## config.mk

```make
export PLATFORM = sky130hd
export DESIGN_NAME = _demux32_buf_flat
export DESIGN_NICKNAME = d
export VERILOG_FILES = /design/src/rtl/_demux32_buf_pkg.sv /design/src/rtl/_demux32_buf_if.sv /design/src/rtl/_demux32_buf_fifo.sv /design/src/rtl/_demux32_buf.sv /design/src/flat_wrapper.sv
export SDC_FILE = /design/constraint.sdc
export NUM_CORES = 1
export LEC_CHECK = 0
export ABC_AREA = 0
export BUFFER_PORTS_ARGS = -buffer_cell sky130_fd_sc_hd__buf_4
export CORE_ASPECT_RATIO = 1.25
export CORE_MARGIN = 2
export CORE_UTILIZATION = 40
export CTS_BUF_LIST = sky130_fd_sc_hd__clkbuf_8
export DETAILED_ROUTE_END_ITERATION = 6
export MAX_ROUTING_LAYER = met4
export PLACE_DENSITY_LB_ADDON = 0.15
export SYNTH_ARGS = -nofsm -noshare
export SYNTH_HDL_FRONTEND = slang
export SYNTH_SLANG_ARGS = --single-unit
export TNS_END_PERCENT = 30
```

## constraint.sdc

```tcl
create_clock -name clk -period 3.5 [get_ports clk]
set_input_delay 0.175 -clock clk [delete_from_list [all_inputs] [get_ports clk]]
set_output_delay 0.175 -clock clk [all_outputs]
set_load 0.1 [all_outputs]
```

## src/rtl/_demux32_buf_pkg.sv

```systemverilog
// Shared definitions for the two-channel word demultiplexer: select encodings
// and the pointer/occupancy width helpers used by the per-channel FIFOs.
package _demux32_buf_pkg;

    localparam logic DEMUX_SEL_A = 1'b0;
    localparam logic DEMUX_SEL_B = 1'b1;

    function automatic int ptr_w(input int depth);
        return (depth > 1) ? $clog2(depth) : 1;
    endfunction

    // Occupancy must reach DEPTH itself, hence DEPTH+1 states.
    function automatic int cnt_w(input int depth);
        return $clog2(depth + 1);
    endfunction

endpackage

```

## src/rtl/_demux32_buf_if.sv

```systemverilog
// Source and two sink handshake bundles of the word demultiplexer.
// master = the environment (source + sinks), slave = the demux itself.
interface _demux32_buf_if
    import _demux32_buf_pkg::*;
#(
    parameter int WIDTH = 32,
    parameter int DEPTH = 2
);
    localparam int CW = cnt_w(DEPTH);

    logic [WIDTH-1:0] in_data;
    logic             in_sel;
    logic             in_valid;
    logic             in_ready;

    logic [WIDTH-1:0] a_data;
    logic             a_valid;
    logic             a_ready;
    logic [CW-1:0]    a_count;

    logic [WIDTH-1:0] b_data;
    logic             b_valid;
    logic             b_ready;
    logic [CW-1:0]    b_count;

    modport master (
        output in_data, in_sel, in_valid, a_ready, b_ready,
        input  in_ready, a_data, a_valid, a_count, b_data, b_valid, b_count
    );

    modport slave (
        input  in_data, in_sel, in_valid, a_ready, b_ready,
        output in_ready, a_data, a_valid, a_count, b_data, b_valid, b_count
    );

endinterface

```

## src/rtl/_demux32_buf_fifo.sv

```systemverilog
// Small per-channel FIFO: registered storage, wrapping pointers, explicit
// occupancy count; the head word is read combinationally from storage.
module _demux_fifo
    import _demux32_buf_pkg::*;
#(
    parameter int WIDTH = 32,
    parameter int DEPTH = 2
) (
    input  logic                    clk,
    input  logic                    rst_n,
    input  logic                    push,
    input  logic                    pop,
    input  logic [WIDTH-1:0]        wdata,
    output logic                    full,
    output logic                    empty,
    output logic [cnt_w(DEPTH)-1:0] count,
    output logic [WIDTH-1:0]        head
);
    localparam int              PW       = ptr_w(DEPTH);
    localparam int              CW       = cnt_w(DEPTH);
    localparam logic [CW-1:0]   FULL_CNT = CW'(DEPTH);

    logic [WIDTH-1:0] mem [DEPTH];
    logic [PW-1:0]    wr_ptr;
    logic [PW-1:0]    rd_ptr;
    logic             do_push;
    logic             do_pop;

    assign full    = (count == FULL_CNT);
    assign empty   = (count == '0);
    // A pop on an empty FIFO is dropped, so push+pop while empty just lands the push.
    assign do_push = push & ~full;
    assign do_pop  = pop & ~empty;
    assign head    = mem[rd_ptr];

    always_ff @(posedge clk or negedge rst_n) begin
        if (!rst_n) begin
            wr_ptr <= '0;
            rd_ptr <= '0;
            count  <= '0;
            for (int i = 0; i < DEPTH; i++) mem[i] <= '0;
        end else begin
            if (do_push) begin
                mem[wr_ptr] <= wdata;
                wr_ptr      <= wr_ptr + 1'b1;
            end
            if (do_pop) rd_ptr <= rd_ptr + 1'b1;
            case ({do_push, do_pop})
                2'b10:   count <= count + 1'b1;
                2'b01:   count <= count - 1'b1;
                default: ;
            endcase
        end
    end

endmodule

```

## src/rtl/_demux32_buf.sv

```systemverilog
// Steers one source word onto channel A or B; each channel buffers in its
// own FIFO so a stalled sink never blocks the other one.
module _demux32_buf
    import _demux32_buf_pkg::*;
#(
    parameter int WIDTH = 32,
    parameter int DEPTH = 2
) (
    input logic            clk,
    input logic            rst_n,
    _demux32_buf_if.slave  bus
);
    logic full_a, full_b;
    logic empty_a, empty_b;
    logic push_a, push_b;

    // Ready comes from registered fullness only, never from the sink readies.
    assign bus.in_ready = (bus.in_sel == DEMUX_SEL_B) ? ~full_b : ~full_a;
    assign push_a       = bus.in_valid & bus.in_ready & (bus.in_sel == DEMUX_SEL_A);
    assign push_b       = bus.in_valid & bus.in_ready & (bus.in_sel == DEMUX_SEL_B);
    assign bus.a_valid  = ~empty_a;
    assign bus.b_valid  = ~empty_b;

    _demux_fifo #(.WIDTH(WIDTH), .DEPTH(DEPTH)) u_fifo_a (
        .clk   (clk),
        .rst_n (rst_n),
        .push  (push_a),
        .pop   (bus.a_ready),
        .wdata (bus.in_data),
        .full  (full_a),
        .empty (empty_a),
        .count (bus.a_count),
        .head  (bus.a_data)
    );

    _demux_fifo #(.WIDTH(WIDTH), .DEPTH(DEPTH)) u_fifo_b (
        .clk   (clk),
        .rst_n (rst_n),
        .push  (push_b),
        .pop   (bus.b_ready),
        .wdata (bus.in_data),
        .full  (full_b),
        .empty (empty_b),
        .count (bus.b_count),
        .head  (bus.b_data)
    );

endmodule
```

## src/flat_wrapper.sv

```systemverilog
// flat-port wrapper written by rule: the top's interface ports become plain ports
module _demux32_buf_flat import _demux32_buf_pkg::*;
#(
    parameter int WIDTH = 32,
    parameter int DEPTH = 2
)
  (clk, rst_n, bus_in_data, bus_in_sel, bus_in_valid, bus_a_ready, bus_b_ready, bus_in_ready, bus_a_data, bus_a_valid, bus_a_count, bus_b_data, bus_b_valid, bus_b_count);
  _demux32_buf_if #(.WIDTH(WIDTH), .DEPTH(DEPTH)) bus_i ();
  input logic clk;
  input logic rst_n;
  input wire logic [$bits(bus_i.in_data)-1:0] bus_in_data;
  input wire logic [$bits(bus_i.in_sel)-1:0] bus_in_sel;
  input wire logic [$bits(bus_i.in_valid)-1:0] bus_in_valid;
  input wire logic [$bits(bus_i.a_ready)-1:0] bus_a_ready;
  input wire logic [$bits(bus_i.b_ready)-1:0] bus_b_ready;
  output wire logic [$bits(bus_i.in_ready)-1:0] bus_in_ready;
  output wire logic [$bits(bus_i.a_data)-1:0] bus_a_data;
  output wire logic [$bits(bus_i.a_valid)-1:0] bus_a_valid;
  output wire logic [$bits(bus_i.a_count)-1:0] bus_a_count;
  output wire logic [$bits(bus_i.b_data)-1:0] bus_b_data;
  output wire logic [$bits(bus_i.b_valid)-1:0] bus_b_valid;
  output wire logic [$bits(bus_i.b_count)-1:0] bus_b_count;
  assign bus_i.in_data = bus_in_data;
  assign bus_i.in_sel = bus_in_sel;
  assign bus_i.in_valid = bus_in_valid;
  assign bus_i.a_ready = bus_a_ready;
  assign bus_i.b_ready = bus_b_ready;
  assign bus_in_ready = bus_i.in_ready;
  assign bus_a_data = bus_i.a_data;
  assign bus_a_valid = bus_i.a_valid;
  assign bus_a_count = bus_i.a_count;
  assign bus_b_data = bus_i.b_data;
  assign bus_b_valid = bus_i.b_valid;
  assign bus_b_count = bus_i.b_count;
  _demux32_buf #(.WIDTH(WIDTH), .DEPTH(DEPTH)) u_core (.clk(clk), .rst_n(rst_n), .bus(bus_i));
endmodule
```

* After elaboration in Yosys (flattened, before gate mapping) *
Index checks and enable logic that the tools add are counted.

storage, ports and cells
  word-level logic and storage cells = 67
  RAM bits = 0
  bits in read-only memories = 0
  memories kept = 0
  register bits = 136
  bits in latches = 0

operators by class
  eq/ne operators = 6
  shifts and indexed selects = 0
  $add $sub $neg = 8
  magnitude comparators = 6
  $mul = 0
  reduce and logical (&&, ||, !) cells = 6
  divide/modulo/power cells = 0
  bitwise operators = 16
  mux-type cells = 15

operators by type and width
  cell                                                      number
  2-to-1 mux 32 bit                                         8
  bitwise mux 64 bit                                        2
  demux 32 bit (select 1 bit)                               2
  == test 2 bit, second input constant                      4
  greater-or-equal comparator 2 bit, second input constant  4
  NOT 1 -> 2 bit                                            4
  case mux 2 bit (2 select lines)                           2
  bitwise AND 1 bit                                         7
  NOT 1 bit                                                 5
  adder 1 bit, second input constant                        4
  adder 2 x 1 -> 2 bit, second input constant               2
  == test 2 x 1 -> 1 bit, second input constant             2
  zero test 2 bit                                           2
  < comparator 2 x 1 -> 1 bit, second input constant        2
  nonzero test 2 bit                                        2
  subtractor 2 x 1 -> 2 bit, second input constant          2
  logical AND 1 bit                                         2
  2-to-1 mux 1 bit                                          1

* Longest topological paths before layout *
Gate-level depths: netlist of the first run.

  depth in word-level cells = 8
  depth in mapped cells = 6
  mapped depth without buffers = 6

* Hierarchy *
Synthesis of the first run repeated with hierarchy kept, for this count alone.

unflattened totals
  cell total of the unflattened synthesis = 383
  area total of the unflattened synthesis = 6022.0 sq um

by module, submodules not included
  module                         seq. area each (sq um)  times used  area an instance (sq um)  cells each
  _demux_fifo (u_core.u_fifo_a)  1701.6                  1           3000.4                    189
  _demux_fifo (u_core.u_fifo_b)  1701.6                  1           2987.9                    189
  _demux32_buf                   0.0                     1           33.8                      5

* Worst setup path after synthesis of the first run *
Ideal clock, no wire load.

  kind = register to output
  start = register u_core.u_fifo_a.count[0]
  end = output bus_in_ready
  data arrival time = 2.713 ns
  cell stages (with the launch flop) = 4
  slack = 0.612 ns
  cells stage by stage = dfrtp_1 nand2b_1 nor2_1 a21oi_1

on the way
  cells in the longest elaborated chain, start to end = 3

ends and longest elaborated chain
  element                   RTL line                 source
  start: declaration        _demux32_buf_fifo.sv:16  output logic [cnt_w(DEPTH)-1:0] count,
  start signal: assignment  _demux32_buf_fifo.sv:49  2'b10: count <= count + 1'b1;
  start signal: assignment  _demux32_buf_fifo.sv:50  2'b01: count <= count - 1'b1;
  == test 2 bit             _demux32_buf_fifo.sv:29  assign full = (count == FULL_CNT);
  NOT 1 bit                 _demux32_buf.sv:18       assign bus.in_ready = (bus.in_sel == DEMUX_SEL_B) ? ~full_b : ~full_a;
  2-to-1 mux 1 bit          _demux32_buf.sv:18
  end: declaration          flat_wrapper.sv:16       output wire logic [$bits(bus_i.in_ready)-1:0] bus_in_ready;

No other way between the ends.

* Final worst setup path of the first run *
  start = register u_core.u_fifo_b.rd_ptr
  end = output bus_b_data[20]

on the way
  cells in the longest elaborated chain, start to end = 4

ends and longest elaborated chain
  element                                               RTL line                 source
  start: declaration                                    _demux32_buf_fifo.sv:25  logic [PW-1:0] rd_ptr;
  start signal: assignment                              _demux32_buf_fifo.sv:47  if (do_pop) rd_ptr <= rd_ptr + 1'b1;
  NOT 1 -> 2 bit (implied by the code)                  _demux32_buf_fifo.sv:34  assign head = mem[rd_ptr];
  2-to-1 mux 32 bit (implied by the code) (3 in a row)  _demux32_buf_fifo.sv:34
  end: declaration                                      flat_wrapper.sv:20       output wire logic [$bits(bus_i.b_data)-1:0] bus_b_data;

No other way between the ends. The select of a mux whose other input is x is not followed.

==> results of run 1 <==
-- sequential cells by signal, summed over array words and instances (netlist names) --
signal and flops:
u_core.u_fifo_a.mem 64, u_core.u_fifo_b.mem 64, u_core.u_fifo_b.rd_ptr 1, u_core.u_fifo_b.count 2, u_core.u_fifo_a.count 2, u_core.u_fifo_b.wr_ptr 1
u_core.u_fifo_a.rd_ptr 1, u_core.u_fifo_a.wr_ptr 1
-- path summary, 6_finish.rpt --
path / startpoint / end / cells past startpoint
worst min-delay path: bus_a_ready / u_core.u_fifo_a.rd_ptr / 3
min in group asynchronous: rst_n / u_core.u_fifo_b.mem[5] / 2
worst max-delay path: u_core.u_fifo_b.rd_ptr / bus_b_data[20] / 2
max in group asynchronous: rst_n / u_core.u_fifo_b.mem[11] / 3
worst min register to register: u_core.u_fifo_a.mem[53] / u_core.u_fifo_a.mem[53] / 1
worst max register to register: u_core.u_fifo_a.count[1] / u_core.u_fifo_a.mem[1] / 4
-- routing by layer --
| metal | part of all wire, % | wire (um) | vias to the layer above |
|---|---|---|---|
| met1 | 45 | 5701 | 1816 |
| met4 | 1.3 | 169 | 0 |
| met3 | 4.1 | 515 | 10 |
| li1 | - | - | 1649 |
| met5 | 0 | 0 | - |
| met2 | 49 | 6220 | 76 |
-- repair_timing --
item	CTS	global route
hold buffers	33	0
buffers inserted	0	0
hold endpoints to repair	200	0
-- cells by family after synthesis --
kind of cell    Yosys count  share of synthesized area, %
mux                     192                         37.70
compound gates            1                       0.08287
xor+xnor                 10                         1.452
flops                   136                         56.41
simple gates             19                         1.949
fa+ha+maj                 2                        0.4147
buf+inv                  21                         1.991
-- through the flow --
| step | setup slack (ns) | hold slack [ns] | instance area (um^2) | util (%) |
|---|---|---|---|---|
| detailed placement | 1.236 | 0.2919 | 7015 | 47.12 |
| global placement | 1.278 | 0.2691 | 7015 | 47.12 |
| floorplan | 0.6119 | -0.1206 | 6033 | - |
| global route | 1.107 | 0.06555 | 7721 | 51.86 |
| CTS | 1.161 | 0.04015 | 7721 | 51.86 |
| finish | 1.231 | 0.07940 | 7721 | 51.86 |
-- cells in the final DEF (no fill, tap or decap), drive strengths merged, types with 3 or more instances in the layout --
master         n
dlygate4sd3   33
xor2           4
dfrtp        136
buf          114
nand2b         4
clkbuf        19
xnor2          6
nor2           3
inv            3
clkinv         7
mux2         192
-- worst max-delay path, cell delays in order, from the launching register on --
cell and delay, ns:
dfrtp_2 0.98, mux2_2 0.43, buf_4 0.24
-- layout make-up --
type	count	share of cell area, %
multi-input cells	224	32.67
well taps	182	2.949
clock inverters	13	1.475
clock buffers	19	3.387
repair buffers	147	15.41
flip-flops and latches	136	44.11
==> summary.md, run 1 <==
| Metric | Value |
|---|---|
| CP arrival | 2.09 ns |
| Clk_lat worst skew | around 0.43 ns |
| Leading area contributor after synthesis | dfrtp_1 |
| Max FO, Critical Path | 33 |
| IO buf count | 108 |
| Vias | 3551 |
| Initial Util | about two fifths |
| Syn_nets | 421 |
| Clk root buf | clkbuf_8 |
| Post-synth top cells | mux2_2, dfrtp_1, mux2_4 |
| Top Ports | 109 |
| Cts bufs inserted | 17 |
| CTS tree | built |
| Avg Inst Size Synth | 15.84 um^2 |
| Initial drt markers | 105 |
| Worst-path clk slew | 0.08 ns |
| Mapped Area | 6033 um^2 |
| Ys async rst share | 100.0% |
| Total negative slack | 0 ns |
| Die height | about 140 um |
| Placer Congestion | 0.7184 |
| Global Route met3 Usage | between 4 and 5% |
| RSZ-0062 raised after global routing | false |
| Max Freq | 0.4406 GHz |
| Post-synthesis cell count | ~380 |
| Clock skew | 0.01350 ns |
| Detail Route Antenna Nets | 0 |
| Distinct cells, synth | 21 |
| Tmin final | 2.269 ns |
| Flops & latches, synth | roughly 140 |
| Grt met2 use | 27.45% |
| Fillcell total | 1287 |
| Clock Sink Count | 136 |
| DR pass1 iterations | 3 |
| Slew @ Worst Pin | 0.9291 ns |
| Routing usage on met1 | 21.52% |
| Via density | about 4.9 |
| Final HPWL DP | 7.927 mm |
| Placed cell count | 656 |
| Max-cap violations | 0 |
| Global route overflow | 0 |
| Total track usage | 17.19% |
| Row count | 50 |
| Slew headroom | 38.06% |
| CP Launch Type | register |
| HP Class | in2reg |
| H-tree Lvls | 4 |
| Main synth FF type | dfrtp_1 |
| First-pass GRT wire length | 20.80 mm |
| Die X | 113.8 um |
| Final wirelength | 12.61 mm |
| Synthesis Warnings | 0 |
| GR peak layer | met2 |
| Layout cells sized above 1 | 62.52% |
| Net count, final | 566 |
| Slew Viols, Final | 0 |
| Core Box Area | roughly 15000 um^2 |
| Vias in the first global route | 4033 |
| Yosys top cell area share | 56.41% |
| Routed wire per std cell | 17.48 um |
| Area delta synth->final | 27.98% |
| Run status | completed |
| Max Root-Sink Buffers | 2 |
| Sequential Area | 3406 um^2 |
| Die footprint | 16090 um^2 |
| Top-count cell post-synth | mux2_2 |
| Diode count | 0 |
| CP Capture Type | output port |
| Final Non-Filler Cells | 721 |
| Post-synth EDFFs | 0 |
| Initial antenna violation count | 0 |
| Residual DRC | 0 |
| Reg-to-reg slack, setup | roughly 1.2 ns |
| Fin crit share | between 60% and 70% |
| Crit Path Class | reg2out |
| Seq/Total Area, Yosys | 56.41% |
| Final setup violation count | 0 |
| Largest net degree at the start of global routing | 83 |
| CP required | roughly 3.3 ns |
| Synth top area cells | dfrtp_1, mux2_2, mux2_4, mux2_1, xnor2_1 |
| Final Hold Fails | 0 |
| Post-cts repair resize count | 0 |
| Multi-input logic area | between 2000 and 3000 um^2 |
Power of run 1 is not shown: default switching activity piles up to over one toggle a cycle in this logic, so the estimate is an artifact.
==> inputs of run 2 (changes only) <==
ABC_AREA = 1   (was 0)
clock period = 2.3 ns   (was 3.5 ns; I/O delays follow)
==> summary.md, run 2 <==
| Metric | Value |
|---|---|
| Run status | completed |
| Avg Inst Size Synth | 7.759 um^2 |
| Worst-path clk slew | approximately 0.07 ns |
| Clock Sink Count | 136 |
| Diode count | 0 |
| Final Cell Area | roughly 8000 um^2 |
| Area delta synth->final | 27.06% |
| Highest metal used | met4 |
| Post-layout util | 52.28% |
| Leading cell type in the layout, fill and taps excluded | nand2_1 |
| Largest registers | u_core.u_fifo_a.mem x64, u_core.u_fifo_b.mem x64 |
| Reg-to-reg slack, setup | about 0.57 ns |
| CP required | 2.18 ns |
| Slew @ Worst Pin | 0.7175 ns |
| Post-synth EDFFs | 0 |
| DR pass1 iterations | 5 |
| End of the worst hold path | u_core.u_fifo_a.wr_ptr |
| Row count | a little over 50 |
| Die footprint | 17120 um^2 |
| M1 WL | roughly 9.1 mm |
| Detail Route Antenna Nets | 0 |
| Post-synth top cells | nand2_1, dfrtp_1, nand4_1 |
| Die X | 117.4 um |
| Fillcell total | approximately 1500 |
| Clock skew | roughly 0.012 ns |
| Worst hold stages | 5 |
| Initial drt markers | just under 400 |
| Main synth FF type | dfrtp_1 |
| Total negative slack | 0 ns |
| Core Box Area | ~16000 um^2 |
| Ys async rst share | 100.0% |
| HP Class | in2reg |
| Tmin final | 2.107 ns |
| Top Ports | ~110 |
| Die height | around 150 um |
| Max FO, Critical Path | 13 |
| Max stage delay cell, worst path | clkinv_1 |
| Slew headroom | 52.17% |
| Cts bufs inserted | 17 |
| Post-DP Area | 7486 um^2 |
| Reg-to-Reg End | u_core.u_fifo_a.mem[15] |
| Largest net degree at the start of global routing | 61 |
| Residual DRC | 0 |
| Vias in the first global route | 6128 |
| IO buf count | ~110 |
| Final HPWL DP | 12.22 mm |
| Final wirelength | around 20 mm |
| Layout cells sized above 1 | 17.46% |
| RSZ-0062 raised after global routing | false |
| Clk_lat worst skew | 0.45 ns |
| CP Launch Type | register |
| Seq/Total Area, Yosys | about 53% |
| Max Root-Sink Buffers | 2 |
| Final Hold Fails | 0 |
| Via density | 5.176 |
| CP Capture Type | output port |
| Met3 routed WL | approximately 1.1 mm |
| Yosys top cell area share | between 50% and 60% |
| Vias | around 6000 |
| Placer Congestion | 0.7755 |
| Synth top area cells | dfrtp_1, nand2_1, nand4_1, clkbuf_1, buf_4 |
| Mapped Area | 6432 um^2 |
| Min-delay src | bus_in_sel |
| Worst reg2reg path startpoint | u_core.u_fifo_a.count[0] |
| Leading area contributor after synthesis | dfrtp_1 |
| Critical-path cell list | clkinv_1 > buf_4 > nand2_1 > nand2_1 > buf_4 |
| Post CTS Setup Buffer Count | 0 |
| First-pass GRT wire length | 33.04 mm |
| H-tree Lvls | 4 |
| Post-synthesis cell count | 829 |
| Global route overflow | 0 |
| Top-count cell post-synth | nand2_1 |
| Distinct cells, synth | 16 |
| DR WL met2 | 9.439 mm |
| CTS tree | built |
| Clk root buf | clkbuf_8 |
| Net count, final | 990 |
| Final setup violation count | 0 |
| Synthesis Warnings | 0 |
| Max stage delay on crit path | 0.43 ns |
| CP arrival | 1.99 ns |
| Worst reg2reg path depth | 6 |
| Initial Util | between 40 and 50% |
| Initial antenna violation count | 0 |
| Max-cap violations | 0 |
| Syn_nets | 869 |
| Slew Viols, Final | 0 |
| Crit Path Class | reg2out |
| Total track usage | 25.10% |
| Max Freq | 0.4747 GHz |
| Fin crit share | 91.59% |
| Routed wire per std cell | approximately 17 um |
| Flops & latches, synth | 136 |
| Most frequent cells in the layout | nand2_1, buf_4, dfrtp_1, nand4_1, dlygate4sd3_1 |
-- run 2: stage by stage --
step	hold WS (ns)	std cells	setup WS (ns)
floorplan	-0.1806	829	-0.1184
global placement	0.2073	1108	0.6189
detailed placement	0.2070	1108	0.5750
CTS	0.06160	1174	0.1653
global route	0.1054	1174	0.1194
finish	0.08716	1174	0.1934
-- run 2: how the worst max path moves through the flow --
stage,startpoint,endpoint,slack (ns)
2_1_floorplan,u_core.u_fifo_a.count[1],u_core.u_fifo_a.count[1],-0.12
3_3_place_gp,u_core.u_fifo_a.count[0],u_core.u_fifo_a.mem[18],0.62
3_5_place_dp,u_core.u_fifo_a.count[0],u_core.u_fifo_a.mem[9],0.57
4_1_cts,u_core.u_fifo_b.rd_ptr,bus_b_data[4],0.17
5_1_grt,u_core.u_fifo_b.rd_ptr,bus_b_data[6],0.12
6_report,u_core.u_fifo_b.rd_ptr,bus_b_data[6],0.19
-- run 2: worst max-delay path: cells and delay by family, from the launching register on --
family	cells	cell delay (ns)
simple gates	2	0.15
buf+inv	3	1.04
flops	1	0.35
-- run 2: area by class of cell --
type                            count  area (um^2)  area share [%]
Timing Repair Buffer              171         1409           17.24
Sequential cell                   136         3407           41.69
Multi-Input combinational cell    609         2699           33.02
Inverter                           15        56.30          0.6889
Clock buffer                       19        261.5           3.200
Tap cell                          212        265.3           3.246
Clock inverter                     12        75.07          0.9186
-- run 2: logic make-up after synthesis --
kind of cell | Yosys count | share of synthesized area [%]
AND/OR/NAND/NOR | 599 | 40.17
XOR/XNOR | 6 | 0.8170
buffers and inverters | 84 | 5.563
adder cells (fa/ha/maj) | 2 | 0.3890
AO/OA/AOI/OAI | 2 | 0.1556
flip-flops | 136 | 52.91
-- run 2: repair_timing --
| item | in CTS | in global routing |
|---|---|---|
| hold buffers | 35 | 0 |
| hold endpoints to repair | 175 | 0 |
| resized for setup | 0 | 0 |
-- run 2: routing by layer --
| layer | global-route usage (%) | vias to the layer above |
|---|---|---|
| met5 | - | - |
| met1 | 33.05 | 2892 |
| met2 | 38.74 | 210 |
| li1 | - | 2946 |
| met4 | 9.819 | 0 |
| met3 | 4.467 | 29 |
Power of run 2 is left out for the same reason.
